## src/rtl/ap_ddr_pkg.sv

```systemverilog
// Shared encodings for the DDR read-port arbiter: FSM states, owner codes and the default burst clamp.
package ap_ddr_pkg;

    typedef enum logic [1:0] {
        ARB_IDLE  = 2'd0,
        ARB_BURST = 2'd1,
        ARB_DONE  = 2'd2
    } arb_state_t;

    typedef enum logic [1:0] {
        OWN_NONE = 2'd0,
        OWN_ISA  = 2'd1,
        OWN_DAT  = 2'd2
    } owner_t;

    localparam int MAX_BURST_LEN_DEF = 128;

endpackage

```

## src/rtl/ddr_arb_pick.sv

```systemverilog
// Combinational two-way picker between ISA refill and data loader.
// DDR_ARB_RR_EN selects round-robin on ties; otherwise ISA always wins.
module ddr_arb_pick
    import ap_ddr_pkg::*;
(
    input  logic   isa_req,
    input  logic   dat_req,
`ifdef DDR_ARB_RR_EN
    input  owner_t last,
`endif
    output owner_t win
);

    always_comb begin
        win = OWN_NONE;
`ifdef DDR_ARB_RR_EN
        if (isa_req && dat_req) win = (last == OWN_ISA) ? OWN_DAT : OWN_ISA;
        else if (isa_req)       win = OWN_ISA;
        else if (dat_req)       win = OWN_DAT;
`else
        if (isa_req)            win = OWN_ISA;
        else if (dat_req)       win = OWN_DAT;
`endif
    end

endmodule

```

## src/rtl/ddr_rd_arbiter.sv

```systemverilog
// Grants the single DDR read-burst port to ISA refill or data loader and steers beats to the owner.
// Build option DDR_ARB_RR_EN: round-robin tie-break instead of fixed ISA priority.
module ddr_rd_arbiter
    import ap_ddr_pkg::*;
#(
    parameter int DDR_ADDR_WIDTH = 28,
    parameter int DATA_WIDTH     = 32,
    parameter int LEN_WIDTH      = 10,
    parameter int MAX_BURST_LEN  = MAX_BURST_LEN_DEF
) (
    input  logic                      clk,
    input  logic                      rst,
    input  logic                      isa_req,
    input  logic [DDR_ADDR_WIDTH-1:0] isa_addr,
    input  logic [LEN_WIDTH-1:0]      isa_len,
    output logic [LEN_WIDTH-1:0]      isa_rd_cnt,
    output logic                      isa_data_valid,
    input  logic                      dat_req,
    input  logic [DDR_ADDR_WIDTH-1:0] dat_addr,
    input  logic [LEN_WIDTH-1:0]      dat_len,
    output logic [LEN_WIDTH-1:0]      dat_rd_cnt,
    output logic                      dat_data_valid,
    output logic [DATA_WIDTH-1:0]     rd_data,
    output logic                      rd_burst_req,
    output logic [DDR_ADDR_WIDTH-1:0] rd_burst_addr,
    output logic [LEN_WIDTH-1:0]      rd_burst_len,
    input  logic                      rd_burst_data_valid,
    input  logic [DATA_WIDTH-1:0]     rd_burst_data,
    input  logic                      rd_burst_finish,
    output logic [1:0]                owner,
    output logic [1:0]                st_cur_arb
);

    localparam logic [LEN_WIDTH-1:0] MAX_LEN = LEN_WIDTH'(MAX_BURST_LEN);

    arb_state_t           state, state_nxt;
    owner_t               own, win;
    logic [LEN_WIDTH-1:0] win_len, own_cnt;
    logic                 own_req, beat, last_beat;

`ifdef DDR_ARB_RR_EN
    owner_t last_owner;

    ddr_arb_pick u_pick (
        .isa_req (isa_req),
        .dat_req (dat_req),
        .last    (last_owner),
        .win     (win)
    );
`else
    ddr_arb_pick u_pick (
        .isa_req (isa_req),
        .dat_req (dat_req),
        .win     (win)
    );
`endif

    always_comb begin
        win_len = (win == OWN_ISA) ? isa_len : dat_len;
        if (win_len > MAX_LEN) win_len = MAX_LEN;
    end

    assign own_cnt = (own == OWN_ISA) ? isa_rd_cnt : dat_rd_cnt;
    assign own_req = (own == OWN_ISA) ? isa_req : ((own == OWN_DAT) && dat_req);
    // Beats beyond the latched length are dropped, so the counter saturates.
    assign beat      = (state == ARB_BURST) && rd_burst_data_valid && (own_cnt < rd_burst_len);
    assign last_beat = beat && (own_cnt == rd_burst_len - LEN_WIDTH'(1));

    assign rd_burst_req = (state == ARB_BURST);
    assign owner        = own;
    assign st_cur_arb   = state;

    always_comb begin
        state_nxt = state;
        case (state)
            ARB_IDLE:  if (win != OWN_NONE) state_nxt = (win_len == '0) ? ARB_DONE : ARB_BURST;
            ARB_BURST: if (rd_burst_finish || last_beat) state_nxt = ARB_DONE;
            // Waiting for the owner to drop req keeps a held request from being re-granted.
            ARB_DONE:  if (!own_req) state_nxt = ARB_IDLE;
            default:   state_nxt = ARB_IDLE;
        endcase
    end

    always_ff @(posedge clk or negedge rst) begin
        if (!rst) begin
            state          <= ARB_IDLE;
            own            <= OWN_NONE;
            rd_burst_addr  <= '0;
            rd_burst_len   <= '0;
            rd_data        <= '0;
            isa_rd_cnt     <= '0;
            dat_rd_cnt     <= '0;
            isa_data_valid <= 1'b0;
            dat_data_valid <= 1'b0;
`ifdef DDR_ARB_RR_EN
            last_owner     <= OWN_DAT;
`endif
        end else begin
            state          <= state_nxt;
            isa_data_valid <= 1'b0;
            dat_data_valid <= 1'b0;
            if (state == ARB_IDLE && win != OWN_NONE) begin
                own           <= win;
                rd_burst_addr <= (win == OWN_ISA) ? isa_addr : dat_addr;
                rd_burst_len  <= win_len;
                if (win == OWN_ISA) isa_rd_cnt <= '0;
                else                dat_rd_cnt <= '0;
`ifdef DDR_ARB_RR_EN
                last_owner    <= win;
`endif
            end
            if (state == ARB_DONE && !own_req) own <= OWN_NONE;
            if (beat) begin
                rd_data <= rd_burst_data;
                if (own == OWN_ISA) begin
                    isa_data_valid <= 1'b1;
                    isa_rd_cnt     <= isa_rd_cnt + LEN_WIDTH'(1);
                end else begin
                    dat_data_valid <= 1'b1;
                    dat_rd_cnt     <= dat_rd_cnt + LEN_WIDTH'(1);
                end
            end
        end
    end

endmodule

```

## config.mk

```make
export PLATFORM = sky130hd
export DESIGN_NAME = ddr_rd_arbiter
export DESIGN_NICKNAME = d
export VERILOG_FILES = /design/src/rtl/ap_ddr_pkg.sv /design/src/rtl/ddr_arb_pick.sv /design/src/rtl/ddr_rd_arbiter.sv
export SDC_FILE = /design/constraint.sdc
export NUM_CORES = 1
export LEC_CHECK = 0
export ABC_AREA = 1
export CAP_MARGIN = 15
export CELL_PAD_IN_SITES_DETAIL_PLACEMENT = 1
export CELL_PAD_IN_SITES_GLOBAL_PLACEMENT = 2
export CORE_MARGIN = 1.5
export CORE_UTILIZATION = 25
export DETAILED_ROUTE_END_ITERATION = 8
export PLACE_DENSITY = 0.84
export SETUP_SLACK_MARGIN = 0.5
export SYNTH_ARGS = -nofsm -noshare
export SYNTH_HDL_FRONTEND = slang
export SYNTH_HIERARCHICAL = 1
export SYNTH_SLANG_ARGS = --single-unit
```

## constraint.sdc

```tcl
create_clock -name clk -period 4.11 [get_ports clk]
set_input_delay 0.6165 -clock clk [delete_from_list [all_inputs] [get_ports clk]]
set_output_delay 0.6165 -clock clk [all_outputs]
set_load 0.02 [all_outputs]
```

==> flow_metrics.tcl, run 1 <==
set metrics [dict create \
    critPathArrivalTime_ns 2.96 \
    synth_warnings 6 \
    drc 0 \
    postSynthCellCount 706 \
    avgSynthCellArea_um2 7.27 \
    cpMaxStageDelayCell "dfrtp_1" \
    floorplan.initialDensity_pct 25.5 \
    synthesis.nets 833 \
    p_int_mw 2.96 \
    viasPerCell 4.46 \
    core_um2 20200 \
    leakage_nw 3.64 \
    drv_slew 0 \
    fin_crit_ns 2.72 \
    nFillCells 2494 \
    combPwrFrac_pct 53.7 \
    ir_drop_mv 0.242 \
    clockBufferDepth 2 \
    gr-total-overflow 0 \
    cts_tree "built" \
    crit_required_ns 4.35 \
    antenna_cells 0 \
    num_rows 52 \
    yosysSeqAreaShare_pct 46.8 \
    power.density_nw_per_um2 677 \
    drt-pass1-iter-count 5 \
    clk_pin_slew_worst_paths_ns 0.07 \
    crit_chain "inv_2 > nor2_1 > buf_4 > nand2_1 > nand2_1 > ha_1 > a21oi_1 > o21a_1 > nand3_1 > nor2_4 > nand2_1 > inv_1 > nand4_1 > nand3_1 > o21ai_1" \
    period_share_pct 66.1 \
    r2r_start "owner[0]" \
    rrSetupSlack_ns 1.39 \
    grt_pass1_wl_um 29800 \
    die_w_um 146 \
    ant_nets 0 \
    drt_iter0_drc 122 \
    dp_hpwl_um 14300 \
    drive_above_1_share_pct 4.58 \
    setup_tns_ns 0 \
    regArea_um2 2400 \
    grt_start_max_net_pins 74 \
    setup_viol 0 \
    ys_ff_latch 96 \
    post_cts_resized 0 \
    fin_nets 1039 \
    endpoint_kind "register" \
    cts-buffers-inserted 9 \
    die_area_um2 21400 \
    slew_headroom_pct 34.8 \
    holdBufCountCts 0 \
    outcome "completed" \
    hold_class "in2async" \
    vias 5293 \
    hold_viol 0 \
    skew_ns 0.00870 \
    insertion_delay_ns 0.36 \
    ioPinCount 211 \
    cp_max_fo 11 \
    fmax_mhz 368 \
    ys_types 31 \
    port_buffers 210 \
    path_common_cell "nand2_1" \
    grt_usage_pct 17.7 \
    r2r_cells 15 \
    gp_congestion 0.770 \
    crit_type "reg2reg" \
    area_growth_pct 52.7 \
    p_sw_mw 2.35 \
    post_cts_buffers 0 \
    rsz0062_at_grt "false" \
    seq_power_share_pct 29.3 \
    netSwitchingFraction_pct 44.2 \
    multiInputGateArea_um2 2350 \
    routed_wirelength_um 18500 \
    r2r-end "isa_rd_cnt[7]" \
    tightest_slew_ns 0.978 \
    drv_cap 0 \
    htreeDepth 3 \
    numClockSinks 96 \
    antenna_found_initial 0 \
    dp_worst_setup_slack_ns 1.08 \
    wl_per_cell_um 15.6 \
    setup_ws_ns 1.39 \
    root_buffer "clkbuf_16" \
    die_y_um 146 \
    grt_pass1_vias 5511 \
    synth_area_um2 5130 \
    cpPeakStageDelay_ns 0.56 \
    clockPowerShare_pct 17.1 \
    cp-start-kind "register" \
]
## cell usage after synthesis (all sizes together)
| master | n | area, µm² |
|---|---|---|
| buf | 6 | 40.0 |
| clkinv | 1 | 3.75 |
| xor2 | 5 | 43.8 |
| clkbuf | 18 | 67.6 |
| mux2i | 1 | 10.0 |
| nor3b | 2 | 15.0 |
| nand2 | 253 | 962 |
| a211oi | 1 | 7.51 |
| a21oi | 13 | 65.1 |
| o21a | 1 | 7.51 |
| nand4 | 7 | 43.8 |
| o211ai | 1 | 7.51 |
| nor2 | 72 | 283 |
| o21ai | 87 | 435 |
| inv | 73 | 274 |
| nor3 | 6 | 40.0 |
| o22ai | 5 | 31.3 |
| ha | 13 | 163 |
| dfrtp | 96 | 2400 |
| nor4 | 1 | 6.26 |
| a22oi | 1 | 7.51 |
| nand3 | 42 | 210 |
| nand3b | 1 | 7.51 |
## placed cells by master (no fill, tap or decap), drive strengths merged, types with 7 or more instances in the layout
master	count
nand4	7
buf	10
clkbuf	9
o21ai	87
clkdlybuf4s50	209
nor2	72
dfrtp	96
nand3	42
nand2	253
inv	77
a21oi	13
ha	13
## sequential cells by signal, indices dropped and copies added (netlist names)
register and cells:
dat_rd_cnt 10, st_cur_arb 2, dat_data_valid 1, rd_burst_addr 28, rd_burst_len 10, owner 2, rd_data 32, isa_rd_cnt 10
isa_data_valid 1
## power by group through the flow
stage,registers [mW],logic (mW),clock network [mW]
6_report,1.55,2.85,0.906
5_1_grt,1.61,3.17,0.976
2_1_floorplan,1.96,1.18,0
3_5_place_dp,1.57,2.90,0
4_1_cts,1.56,2.91,0.945
3_3_place_gp,1.56,2.88,0
## cell families (layout without fill, tap and decap cells)
family	Yosys count	in the layout	share of synthesized area, %
AO/OA/AOI/OAI	109	109	10.9
XOR/XNOR	5	5	0.853
adder cells (fa/ha/maj)	13	13	3.17
buffers and inverters	98	309	7.51
flip-flops	96	96	46.8
multiplexers	1	1	0.195
AND/OR/NAND/NOR	384	384	30.5
## metal layers
metal	share of wire (%)	vias up	global-route usage, %
li1	-	2651	-
met1	43	2503	21.1
met2	49	121	30.8
met3	6.4	18	5.69
met4	1.4	0	4.49
met5	0	-	0
## layout make-up
cell class | instances | share of cell area [%]
flip-flops and latches | 96 | 30.6
multi-input cells | 512 | 29.9
repair buffers | 219 | 27.6
well taps | 270 | 4.31
inverters | 74 | 3.54
clock buffers | 9 | 2.87
clock inverters | 7 | 1.07
## metrics by stage
step	cells	utilization (%)	total power [mW]	hold slack [ns]	cell area [µm²]
2_1_floorplan	706	-	3.14	0.321	5130
3_3_place_gp	1171	37.3	4.44	0.454	7530
3_5_place_dp	1171	37.3	4.47	0.457	7530
4_1_cts	1187	38.9	5.42	0.465	7840
5_1_grt	1187	38.9	5.76	0.485	7840
6_report	1187	38.9	5.31	0.407	7840
## critical path: cells and delay by family (launching register included)
kind,cells,cell delay [ns]
AND/OR/NAND/NOR,8,1.01
flip-flops,1,0.56
buffers and inverters,3,0.43
AO/OA/AOI/OAI,3,0.35
adder cells (fa/ha/maj),1,0.25
## how the worst max path moves through the flow
stage                        start       endpoint  slack [ns]
after floorplan           owner[0]  isa_rd_cnt[4]        1.62
after detailed placement   isa_req  st_cur_arb[1]        1.08
after global placement     isa_req  st_cur_arb[1]        1.12
after global routing      owner[0]  isa_rd_cnt[7]        1.12
final                     owner[0]  isa_rd_cnt[7]        1.39
after CTS                 owner[0]    rd_data[22]        1.39
No activity file was read; power rests on OpenSTA's default activity.
==> run 2: changes to the inputs <==
--- a/config.mk
+++ b/config.mk
@@ -10,9 +10,9 @@
 export CELL_PAD_IN_SITES_DETAIL_PLACEMENT = 1
 export CELL_PAD_IN_SITES_GLOBAL_PLACEMENT = 2
 export CORE_MARGIN = 1.5
-export CORE_UTILIZATION = 25
+export CORE_UTILIZATION = 23
 export DETAILED_ROUTE_END_ITERATION = 8
-export PLACE_DENSITY = 0.84
+export PLACE_DENSITY = 0.78
 export SETUP_SLACK_MARGIN = 0.5
 export SYNTH_ARGS = -nofsm -noshare
 export SYNTH_HDL_FRONTEND = slang
==> constraint.sdc (replaced) <==
create_clock -name clk -period 2.7 [get_ports clk]
set_input_delay 0.405 -clock clk [delete_from_list [all_inputs] [get_ports clk]]
set_output_delay 0.405 -clock clk [all_outputs]
set_load 0.02 [all_outputs]
==> flow_metrics.tcl, run 2 (synthesis results as in run 1) <==
set metrics [dict create \
    ant_nets 0 \
    antenna_found_initial 1 \
    outcome "finished, violations left" \
    hold_class "in2async" \
    hold_slack_ns -0.0000978 \
    period_share_pct 89.4 \
    cp_num_cells 16 \
    p_int_mw 5.08 \
    slew_headroom_pct 65.2 \
    clockBufferDepth 2 \
    p_sw_mw 4.06 \
    die_w_um 152 \
    layout_commonest_cell "nand2_1" \
    grt_start_max_net_pins 39 \
    crit_chain "inv_8 > buf_6 > nand3_4 > nand2_4 > inv_4 > ha_4 > a21oi_2 > o21ai_1 > nand2_1 > nand3_2 > nor2_4 > nand2_4 > buf_6 > buf_6 > nand2_8 > o22ai_2" \
    setup_tns_ns 0 \
    core_um2 21900 \
    path_common_cell "buf_6" \
    htreeDepth 3 \
    top_regs "rd_data x32, rd_burst_addr x28" \
    setup_ws_ns 0.287 \
    netSwitchingFraction_pct 44.5 \
    crit_required_ns 2.93 \
    power.density_nw_per_um2 1040 \
    rrSetupSlack_ns 0.29 \
    fin_nets 1080 \
    drive_above_1_share_pct 16.4 \
    wl_per_cell_um 16.5 \
    drv_slew 0 \
    largest_register_ffs 32 \
    ioPinCount 211 \
    drt-pass1-iter-count 4 \
    cp_max_fo 7 \
    grt_usage_pct 17.6 \
    endpoint_kind "register" \
    clockPowerShare_pct 15.1 \
    dp_worst_setup_slack_ns 0.0531 \
    gp_congestion 0.763 \
    crit_buf_inv 5 \
    seq_power_share_pct 26.0 \
    fmax_mhz 414 \
    holdBufCountCts 0 \
    hold_viol 1 \
    r2r-end "dat_rd_cnt[4]" \
    leakage_nw 4.08 \
    antenna_cells 0 \
    r2r_start "owner[1]" \
    viasPerCell 4.46 \
    critPathTopFamily "simple AND/OR/NAND/NOR gates" \
    cpPeakStageDelay_ns 0.48 \
    skew_ns 0.00995 \
    grt_pass1_wl_um 31900 \
    rsz0062_at_grt "true" \
    routed_wirelength_um 20400 \
    root_buffer "clkbuf_16" \
    cp-start-kind "register" \
    clk_pin_slew_worst_paths_ns 0.08 \
    port_buffers 210 \
    critPathArrivalTime_ns 2.64 \
    area_growth_pct 70.5 \
    nFillCells 2644 \
    fin_crit_ns 2.41 \
    drc 0 \
    num_rows 54 \
    floorplan.initialDensity_pct 23.5 \
    top_register "rd_data" \
    crit_type "reg2reg" \
    setup_viol 0 \
    cts_tree "built" \
    drv_cap 0 \
    mostFrequentLayoutCells "nand2_1 (223), clkdlybuf4s50_1 (206), dfrtp_1 (94)" \
    dp_hpwl_um 14900 \
    ir_drop_mv 0.402 \
    r2r_cells 16 \
    gr-total-overflow 0 \
    die_y_um 152 \
    cts-buffers-inserted 9 \
    combPwrFrac_pct 58.9 \
    drt_iter0_drc 200 \
    die_area_um2 23200 \
    numClockSinks 96 \
    tightest_slew_ns 0.519 \
    grt_pass1_vias 5800 \
    violations "negative hold slack" \
    cpMaxStageDelayCell "dfrtp_2" \
    vias 5514 \
    final_core_util_pct 40.0 \
    insertion_delay_ns 0.35 \
]
-- run 2: cell types whose count changed in the layout (fill, tap and decap cells not counted), sizes merged --
cell and change:
dlygate4sd2 +1, inv -2, buf +39, nand2 +1
clkbuf +2, dlymetal6s2s +2, clkinvlp +1, clkinv -1
clkdlybuf4s50 -3
-- run 2: power by group through the flow --
| stage | registers (mW) | logic (mW) | clock network [mW] |
|---|---|---|---|
| detailed placement | 2.39 | 4.55 | 0 |
| CTS | 2.39 | 5.09 | 1.42 |
| global route | 2.47 | 5.93 | 1.46 |
| finish | 2.38 | 5.38 | 1.38 |
| global placement | 2.37 | 4.52 | 0 |
| floorplan | 2.99 | 1.88 | 0 |
-- run 2: final cells by class --
| class | count | area (µm²) | share of cell area, % |
|---|---|---|---|
| tap | 280 | 350 | 4.00 |
| inverter | 74 | 297 | 3.39 |
| sequential | 96 | 2400 | 27.5 |
| clock buffer | 10 | 239 | 2.73 |
| clock inverter | 5 | 62.6 | 0.715 |
| timing repair buffer | 259 | 2580 | 29.5 |
| multi-input combinational | 513 | 2820 | 32.2 |
-- run 2: worst max-delay path by stage --
stage                         from            end  slack (ns)
after floorplan           owner[1]  isa_rd_cnt[4]        0.29
after global placement     dat_req  st_cur_arb[1]        0.13
after detailed placement   dat_req  st_cur_arb[1]        0.05
after CTS                 owner[1]  isa_rd_cnt[3]        0.39
after global routing      owner[0]  isa_rd_cnt[4]        0.13
final                     owner[1]  dat_rd_cnt[4]        0.29
-- run 2: worst register-to-register path: stages, from the launching register on --
cell and delay (ns):
dfrtp_2 0.48, inv_8 0.13, buf_6 0.12, nand3_4 0.07, nand2_4 0.10, inv_4 0.04
ha_4 0.21, a21oi_2 0.13, o21ai_1 0.08, nand2_1 0.08, nand3_2 0.09, nor2_4 0.20
nand2_4 0.15, buf_6 0.15, buf_6 0.11, nand2_8 0.07, o22ai_2 0.07
-- run 2: metal layers --
metal | vias to the layer above | routed length (µm) | GRT usage, % | share of wire (%)
li1 | 2733 | - | - | -
met1 | 2605 | 8860 | 21.8 | 44
met2 | 156 | 9620 | 28.9 | 47
met3 | 18 | 1540 | 5.72 | 7.6
met4 | 2 | 320 | 5.41 | 1.6
met5 | - | 13 | 0 | 0.064
-- run 2: per-stage QoR --
stage          cells  hold slack, ns  power, mW  instance area, µm²
6_report        1237      -0.0000978       9.14                8750
5_1_grt         1237          0.0288       9.87                8750
4_1_cts         1225          0.0111       8.90                8450
3_5_place_dp    1189           0.399       6.94                7670
3_3_place_gp    1189           0.403       6.89                7670
2_1_floorplan    706           0.109       4.87                5210
-- run 2: timing repair --
action,CTS,global route
resized for setup,73,52
pin swaps,20,11
endpoints found under the setup margin,57,56
setup buffers,20,11
cloned,1,1
